File: src/rtl/muldiv_sequencer_if.sv
// muldiv_sequencer_if: start/result valid-ready handshake bundle for muldiv_sequencer.
// master = issuer (drives start_valid/op/a/b, res_ready); slave = engine
// (drives start_ready, res_valid, res_hi, res_lo, err).
interface muldiv_sequencer_if #(parameter int WIDTH = 16);
    logic             start_valid;
    logic             start_ready;
    logic             op;
    logic [WIDTH-1:0] a;
    logic [WIDTH-1:0] b;
    logic             res_valid;
    logic             res_ready;
    logic [WIDTH-1:0] res_hi;
    logic [WIDTH-1:0] res_lo;
    logic             err;
    modport master (output start_valid, op, a, b, res_ready,
                    input  start_ready, res_valid, res_hi, res_lo, err);
    modport slave  (input  start_valid, op, a, b, res_ready,
                    output start_ready, res_valid, res_hi, res_lo, err);
endinterface

File: src/rtl/muldiv_sequencer.sv
// muldiv_sequencer: iterative unsigned WIDTHxWIDTH multiply / restoring divide, one step per cycle.
// Ports: clk, rst (sync, active-high); bus (slave modport): start_valid/start_ready/op/a/b
// request, res_valid/res_ready/res_hi/res_lo/err result (op 0 = mul, 1 = div).
// Macro MULDIV_DIV_EN compiles in the divider; without it op=1 returns zeros with err=1.
module muldiv_sequencer #(
    parameter int WIDTH = 16
) (
    input logic              clk,
    input logic              rst,
    muldiv_sequencer_if.slave bus
);
    localparam int CW = $clog2(WIDTH);
    typedef enum logic [1:0] {IDLE, RUN, DONE} state_t;
    state_t           state, state_n;
    logic [WIDTH-1:0] hi, lo, opnd;
    logic [CW-1:0]    cnt;
    logic             err_q, fast;
    logic [WIDTH-1:0] fast_hi, fast_lo, load_lo, step_hi, step_lo;
    logic [WIDTH:0]   mul_sum;
`ifdef MULDIV_DIV_EN
    logic             op_q;
    logic [WIDTH:0]   div_sh, div_diff;
`endif

    always_ff @(posedge clk)
        state <= rst ? IDLE : state_n;

    always_comb begin
        state_n = (state == IDLE) ? (bus.start_valid ? RUN : IDLE) :
                  (state == RUN)  ? ((cnt == '0) ? DONE : RUN) :
                                    (bus.res_ready ? IDLE : DONE);
    end

    // Fast paths pass through RUN for exactly one edge (count loaded as 0) so
    // their result appears one edge after accept; err_q freezes the datapath.
    always_comb begin
`ifdef MULDIV_DIV_EN
        fast    = bus.op && (bus.b == '0);
        fast_hi = bus.a;
        fast_lo = '1;
        load_lo = bus.op ? bus.a : bus.b;
`else
        fast    = bus.op;
        fast_hi = '0;
        fast_lo = '0;
        load_lo = bus.b;
`endif
    end

    // Multiply: hi accumulates, lo holds the multiplier shifting out LSB-first.
    // Divide: {hi, lo} = {remainder, dividend/quotient} shifting left.
    always_comb begin
        mul_sum = {1'b0, hi} + {1'b0, lo[0] ? opnd : '0};
`ifdef MULDIV_DIV_EN
        div_sh   = {hi, lo[WIDTH-1]};
        div_diff = div_sh - {1'b0, opnd};
        step_hi  = !op_q ? mul_sum[WIDTH:1] :
                   div_diff[WIDTH] ? div_sh[WIDTH-1:0] : div_diff[WIDTH-1:0];
        step_lo  = !op_q ? {mul_sum[0], lo[WIDTH-1:1]} : {lo[WIDTH-2:0], ~div_diff[WIDTH]};
`else
        step_hi  = mul_sum[WIDTH:1];
        step_lo  = {mul_sum[0], lo[WIDTH-1:1]};
`endif
    end

    always_ff @(posedge clk) begin
        if (rst) begin
            hi    <= '0;
            lo    <= '0;
            opnd  <= '0;
            cnt   <= '0;
            err_q <= 1'b0;
`ifdef MULDIV_DIV_EN
            op_q  <= 1'b0;
`endif
        end else if (state == IDLE && bus.start_valid) begin
            opnd  <= bus.op ? bus.b : bus.a;
            cnt   <= fast ? '0 : CW'(WIDTH - 1);
            err_q <= fast;
            hi    <= fast ? fast_hi : '0;
            lo    <= fast ? fast_lo : load_lo;
`ifdef MULDIV_DIV_EN
            op_q  <= bus.op;
`endif
        end else if (state == RUN) begin
            cnt <= cnt - CW'(1);
            if (!err_q) begin
                hi <= step_hi;
                lo <= step_lo;
            end
        end
    end

    always_comb begin
        bus.start_ready = (state == IDLE);
        bus.res_valid   = (state == DONE);
        bus.res_hi      = hi;
        bus.res_lo      = lo;
        bus.err         = err_q;
    end
endmodule

File: src/flat_wrapper.sv
// flat-port wrapper written by rule: the top's interface ports become plain ports
module muldiv_sequencer_flat 
#(
    parameter int WIDTH = 16
)
  (clk, rst, bus_start_valid, bus_op, bus_a, bus_b, bus_res_ready, bus_start_ready, bus_res_valid, bus_res_hi, bus_res_lo, bus_err);
  muldiv_sequencer_if #(.WIDTH(WIDTH)) bus_i ();
  input logic clk;
  input logic rst;
  input wire logic [$bits(bus_i.start_valid)-1:0] bus_start_valid;
  input wire logic [$bits(bus_i.op)-1:0] bus_op;
  input wire logic [$bits(bus_i.a)-1:0] bus_a;
  input wire logic [$bits(bus_i.b)-1:0] bus_b;
  input wire logic [$bits(bus_i.res_ready)-1:0] bus_res_ready;
  output wire logic [$bits(bus_i.start_ready)-1:0] bus_start_ready;
  output wire logic [$bits(bus_i.res_valid)-1:0] bus_res_valid;
  output wire logic [$bits(bus_i.res_hi)-1:0] bus_res_hi;
  output wire logic [$bits(bus_i.res_lo)-1:0] bus_res_lo;
  output wire logic [$bits(bus_i.err)-1:0] bus_err;
  assign bus_i.start_valid = bus_start_valid;
  assign bus_i.op = bus_op;
  assign bus_i.a = bus_a;
  assign bus_i.b = bus_b;
  assign bus_i.res_ready = bus_res_ready;
  assign bus_start_ready = bus_i.start_ready;
  assign bus_res_valid = bus_i.res_valid;
  assign bus_res_hi = bus_i.res_hi;
  assign bus_res_lo = bus_i.res_lo;
  assign bus_err = bus_i.err;
  muldiv_sequencer #(.WIDTH(WIDTH)) u_core (.clk(clk), .rst(rst), .bus(bus_i));
endmodule
File: config.mk
export PLATFORM = sky130hd
export DESIGN_NAME = muldiv_sequencer_flat
export DESIGN_NICKNAME = d
export VERILOG_FILES = /design/src/rtl/muldiv_sequencer_if.sv /design/src/rtl/muldiv_sequencer.sv /design/src/flat_wrapper.sv
export SDC_FILE = /design/constraint.sdc
export NUM_CORES = 1
export LEC_CHECK = 0
export ABC_AREA = 1
export CORE_ASPECT_RATIO = 0.8
export CORE_MARGIN = 4
export CORE_UTILIZATION = 47
export DETAILED_ROUTE_END_ITERATION = 10
export GPL_ROUTABILITY_DRIVEN = 0
export PLACE_DENSITY = 0.85
export SETUP_SLACK_MARGIN = 0.3
export SYNTH_ARGS = -nofsm -noshare
export SYNTH_HDL_FRONTEND = slang
export SYNTH_SLANG_ARGS = --single-unit
File: constraint.sdc
create_clock -name clk -period 1.95 [get_ports clk]
set_input_delay 0.195 -clock clk [delete_from_list [all_inputs] [get_ports clk]]
set_output_delay 0.195 -clock clk [all_outputs]
set_load 0.01 [all_outputs]
* Yosys cells after proc, flatten, opt, wreduce, memory -nomap -nowiden
Index checks and enable logic that the tools add are counted.
** Storage, ports and cells
- Flip-flop bits (word level) :: 55
- Bits of input ports :: 37
- Output and inout port bits :: 35
- Logic and storage cells :: 33
** Operators by class
- Add/sub/neg operators :: 2
- Eq/ne operators :: 3
- Muxes and demuxes :: 14
- Bitwise logic cells :: 1
- Reductions and logical operators :: 7
** Operators by type and width (number)
- 2-to-1 mux 16 bit :: 6
- adder 16 x 16 -> 17 bit :: 1
- 2-to-1 mux 4 bit :: 3
- 2-to-1 mux 2 bit :: 4
- logical NOT 4 bit :: 1
- AND reduction 2 bit :: 2
- subtractor 4 x 1 -> 4 bit (second input constant) :: 1
- == test 2 x 1 -> 1 bit (second input constant) :: 1
- == test 2 bit (second input constant) :: 1
- logical NOT 2 bit :: 1
- != test 2 bit (second input constant) :: 1
- nonzero test 2 bit :: 1
- OR reduction 2 bit :: 1
- logical AND 1 bit :: 1
- 2-to-1 mux 1 bit :: 1
- NOT 1 bit :: 1

* Depth between registers and ports, before layout
- Word-level depth :: 5
- Mapped depth :: 15
- Mapped depth without buffers :: 14

* Least setup slack after synthesis
Ideal clock, no wire load.
- Path type :: register to register
- From :: reg u_core.lo[0] (netlist: u_core.bus.res_lo[0])
- To :: reg u_core.hi[14] (netlist: u_core.bus.res_hi[14])
- Library setup time :: 0.109 ns
- Arrival :: 1.940 ns
- Required time :: 1.841 ns
- Slack :: -0.098 ns
- Stages on the path, launching flop included :: 16
- Buffers on the path :: 2
- Clock period less this slack :: 2.048 ns
- Path through :: dfxtp_1 > clkbuf_1 > clkbuf_1 > nand2_1 > inv_1 > ha_1 > nand2_1 > inv_1 > a21oi_1 > nand2_1 > nand2_1 > nand2_1 > nand2_1 > nand3_1 > nand2_1 > inv_1
** On the way
- Cells in the longest elaborated chain, start to end :: 2
** RTL lines
- from (decl) :: line muldiv_sequencer.sv:15 : logic [WIDTH-1:0] hi, lo, opnd;
- from (signal assigned) :: line muldiv_sequencer.sv:81 : lo <= fast ? fast_lo : load_lo;
- from (signal assigned) :: line muldiv_sequencer.sv:89 : lo <= step_lo;
- 2-to-1 mux 16 bit :: line muldiv_sequencer.sv:53 : mul_sum = {1'b0, hi} + {1'b0, lo[0] ? opnd : '0};
- adder 16 x 16 -> 17 bit :: line muldiv_sequencer.sv:53
- to (signal assigned) :: line muldiv_sequencer.sv:80 : hi <= fast ? fast_hi : '0;
- to (signal assigned) :: line muldiv_sequencer.sv:88 : hi <= step_hi;
- to (decl) :: line muldiv_sequencer.sv:15
No other way between the ends.
A chain may end at the register's enable or synchronous reset.

* Worst setup path after layout
- From :: reg u_core.lo[0] (netlist: u_core.bus.res_lo[0])
- To :: reg u_core.hi[13] (netlist: u_core.bus.res_hi[13])
The elaborated chain is that of the path after synthesis.

==> impl_metrics.yaml <==
run_status:
  status: "complete, no violations"
power:
  p_per_area_mw_per_mm2: 666
  peakVddDrop_v: 0.000392
  power_leakage_nw: 2.15
logic_synthesis:
  synth-seq-cells: 55
  synth_cell_types: 41
  synth_fp_nets: 575
  synth_area_mm2: 0.00354
  netlist_instances: 520
  ys_seq_area_frac: 0.311
  yosysWarningCount: 0
  postSynthAreaPerCell_um2: 6.81
setup_path:
  path_cells: "nand2_2, inv_2, ha_4, fa_2, nand2_2, nand2_2, nand3b_1, nand2_2, nand2_2, nand2_1, nand2_1, nand3_2, nand2_1, inv_1"
  worstSetupPathDepth: 14
  path_buf_inv: 2
  r2r_cells: 14
  slowest_stage: "dfxtp_4"
  cp.required_ns: 2.18
  worst_ep_arrival_time_ns: 2.14
  cpPeakStageDelay_ns: 0.39
  end_kind: "flip-flop"
  start_kind: "flip-flop"
  crit_fanout: 6
  cpLargestDelayFamily: "simple AND/OR/NAND/NOR gates"
  worstSetupPathType: "flip-flop to flip-flop"
  cpMostUsedCell: "nand2_2"
worst_hold_path:
  whs_path_depth: 3
  min_path_type: "primary input to flip-flop"
clock_tree:
  clock-sinks: 55
  cts_htree_levels: 2
  clkLatencyLatePin_ns: 0.32
  numCtsBuffers: 5
  cts_buffer_depth: 2
  clk_pin_slew_ns: 0.10
  ctsRootBufferMaster: "clkbuf_8"
  cts_tree: "built"
job:
  maxCapViolations: 0
global_routing:
  antenna_found_initial: 0
  grt_pass1_wl_mm: 17.1
  first_global_vias: 3561
  grt_max_degree: 34
  grt_overflow_total: 0
  grt_use_total: 0.233
drt:
  viasPerCell: 5.58
  wirelength_mm: 11.2
  wl_per_cell_um: 16.3
  num_vias: 3820
  dr.pass1.iters: 5
  postRouteAntennaNets: 0
  drc: 0
  dr.first_iter.drc_count: 305
final_layout:
  final_nets: 649
  drive_gt1_frac: 0.236
  num_antenna_cells: 0
  post-route-cell-area_mm2: 0.00485
  fin_util: 0.659
  syn_to_final_growth_pct: 37.0
sta:
  setup_tns_ns: 0
  timing.slew.headroom: 0.654
  grt_setup_unrepaired: "true"
  hold_viol: 0
  post-route-period-util: 0.978
  slew_violations: 0
  setup_slack_ns: 0.0422
  fmax_mhz: 524
  clock-skew-final_ns: 0.00812
  setup_violations: 0
  worst_slew_pin_slew_ns: 0.518
  period_minus_slack_ns: 1.91
  hold-worst-slack_ns: 0.456
placed_design:
  dp_hpwl_mm: 7.40
  portBuffers: 71
  pre_cts_ws_ns: 0.0421
  dpl-instance-area_mm2: 0.00436
floorplanning:
  design.die.area_mm2: 0.00899
  start_util: 0.481
  die_width_um: 105
  num_io_pins: 72
  die_h_um: 85.6
  core_area_mm2: 0.00736
  row_count: 28
==> what timing repair did <==
item	CTS	global route
hold buffers	0	0
setup buffers	9	2
endpoints found under the setup margin	15	15
pin swaps	14	26
resized for setup	44	40
gates cloned	0	0
==> through the flow <==
| stage | instances | power [mW] |
|---|---|---|
| global placement | 666 | 2.34 |
| global route | 684 | 3.38 |
| CTS | 682 | 3.18 |
| floorplan | 520 | 2.01 |
| finish | 684 | 3.23 |
| detailed placement | 666 | 2.37 |
==> cell families (layout without fill, tap and decap cells) <==
kind of cell,Yosys count,count (layout),synth area share
AO/OA/AOI/OAI,103,103,0.179
XOR/XNOR,4,4,0.00990
adder cells (fa/ha/maj),18,18,0.0657
buffers and inverters,100,174,0.128
flip-flops,55,55,0.311
AND/OR/NAND/NOR,240,240,0.306
==> cell usage after synthesis, drive strengths merged <==
cell type / n / area share
a21oi: 31 / 0.044
nor2: 24 / 0.041
fa: 1 / 0.0057
buf: 12 / 0.030
clkbuf: 6 / 0.0064
o211ai: 3 / 0.0064
o21bai: 2 / 0.0042
a31oi: 15 / 0.044
inv: 82 / 0.091
nand3b: 2 / 0.0042
a22oi: 2 / 0.0042
o21a: 8 / 0.017
dfxtp: 55 / 0.31
nand2: 181 / 0.21
or2: 3 / 0.0053
xor2: 2 / 0.0049
nand4: 1 / 0.0018
nand3: 23 / 0.033
and2: 1 / 0.0018
ha: 17 / 0.060
xnor2: 2 / 0.0049
o21ai: 42 / 0.059
nor3: 5 / 0.0085
==> final cells by class <==
type / instances / area (um2)
Tap cell: 90 / 113
Multi-Input combinational cell: 365 / 2380
Inverter: 82 / 323
Timing Repair Buffer: 85 / 826
Clock inverter: 1 / 30.0
Clock buffer: 6 / 72.6
Fill cell: 590 / 2510
Sequential cell: 55 / 1110
==> state kept, by name, summed over array words and instances, names as in the netlist <==
name and flops:
u_core.bus.res_hi 16, u_core.bus.res_lo 16, u_core.opnd 16, u_core.cnt 4, u_core.state 2, u_core.bus.err 1
==> worst register-to-register path, cell delays in order, from the launching register on <==
cell	delay [ns]
dfxtp_4	0.39
nand2_2	0.07
inv_2	0.04
ha_4	0.15
fa_2	0.35
nand2_2	0.10
nand2_2	0.07
nand3b_1	0.13
nand2_2	0.12
nand2_2	0.10
nand2_1	0.06
nand2_1	0.07
nand3_2	0.07
nand2_1	0.07
inv_1	0.03
==> metal layers <==
metal,vias to the layer above,track usage,part of all wire
li1,1805,-,-
met1,1775,0.301,0.42
met2,205,0.403,0.49
met3,35,0.0301,0.064
met4,0,0.0846,0.028
met5,-,0,0
==> cell usage in the layout, fill, tap and decap left out, types with 2 or more instances in the layout <==
master	instances
dfxtp_1	53
nand2_4	6
o21a_1	8
ha_1	3
nand3b_1	2
o21bai_1	2
buf_4	12
nand2_8	2
nor2_2	4
a22oi_1	2
nand2_2	42
nand3_1	18
a31oi_2	10
a31oi_1	5
o21ai_0	29
clkbuf_8	5
o211ai_1	3
a21oi_1	27
nor3_2	3
a21oi_2	3
nand2_1	131
nand3_2	5
inv_2	14
clkdlybuf4s50_1	70
nor2_8	3
nor2_1	16
ha_4	14
buf_6	2
o21ai_1	13
inv_1	65
==> path summary, 6_finish.rpt <==
check                                           from  slack, ns               endpoint
worst min-delay path                        bus_b[2]       0.46   u_core.bus.res_lo[2]
worst max register to register  u_core.bus.res_lo[0]       0.04  u_core.bus.res_hi[13]
worst max-delay path            u_core.bus.res_lo[0]       0.04  u_core.bus.res_hi[13]
worst min register to register        u_core.opnd[2]       0.48         u_core.opnd[2]
==> report_power, final <==
part / leakage, nW / total (mW) / internal (mW) / switching, mW
Combinational: 1.65 / 1.08 / 0.495 / 0.586
Clock: 0.0513 / 0.772 / 0.378 / 0.394
Sequential: 0.452 / 1.38 / 1.25 / 0.124
Total: 2.15 / 3.23 / 2.13 / 1.10
No activity file was read; power rests on OpenSTA's default activity.
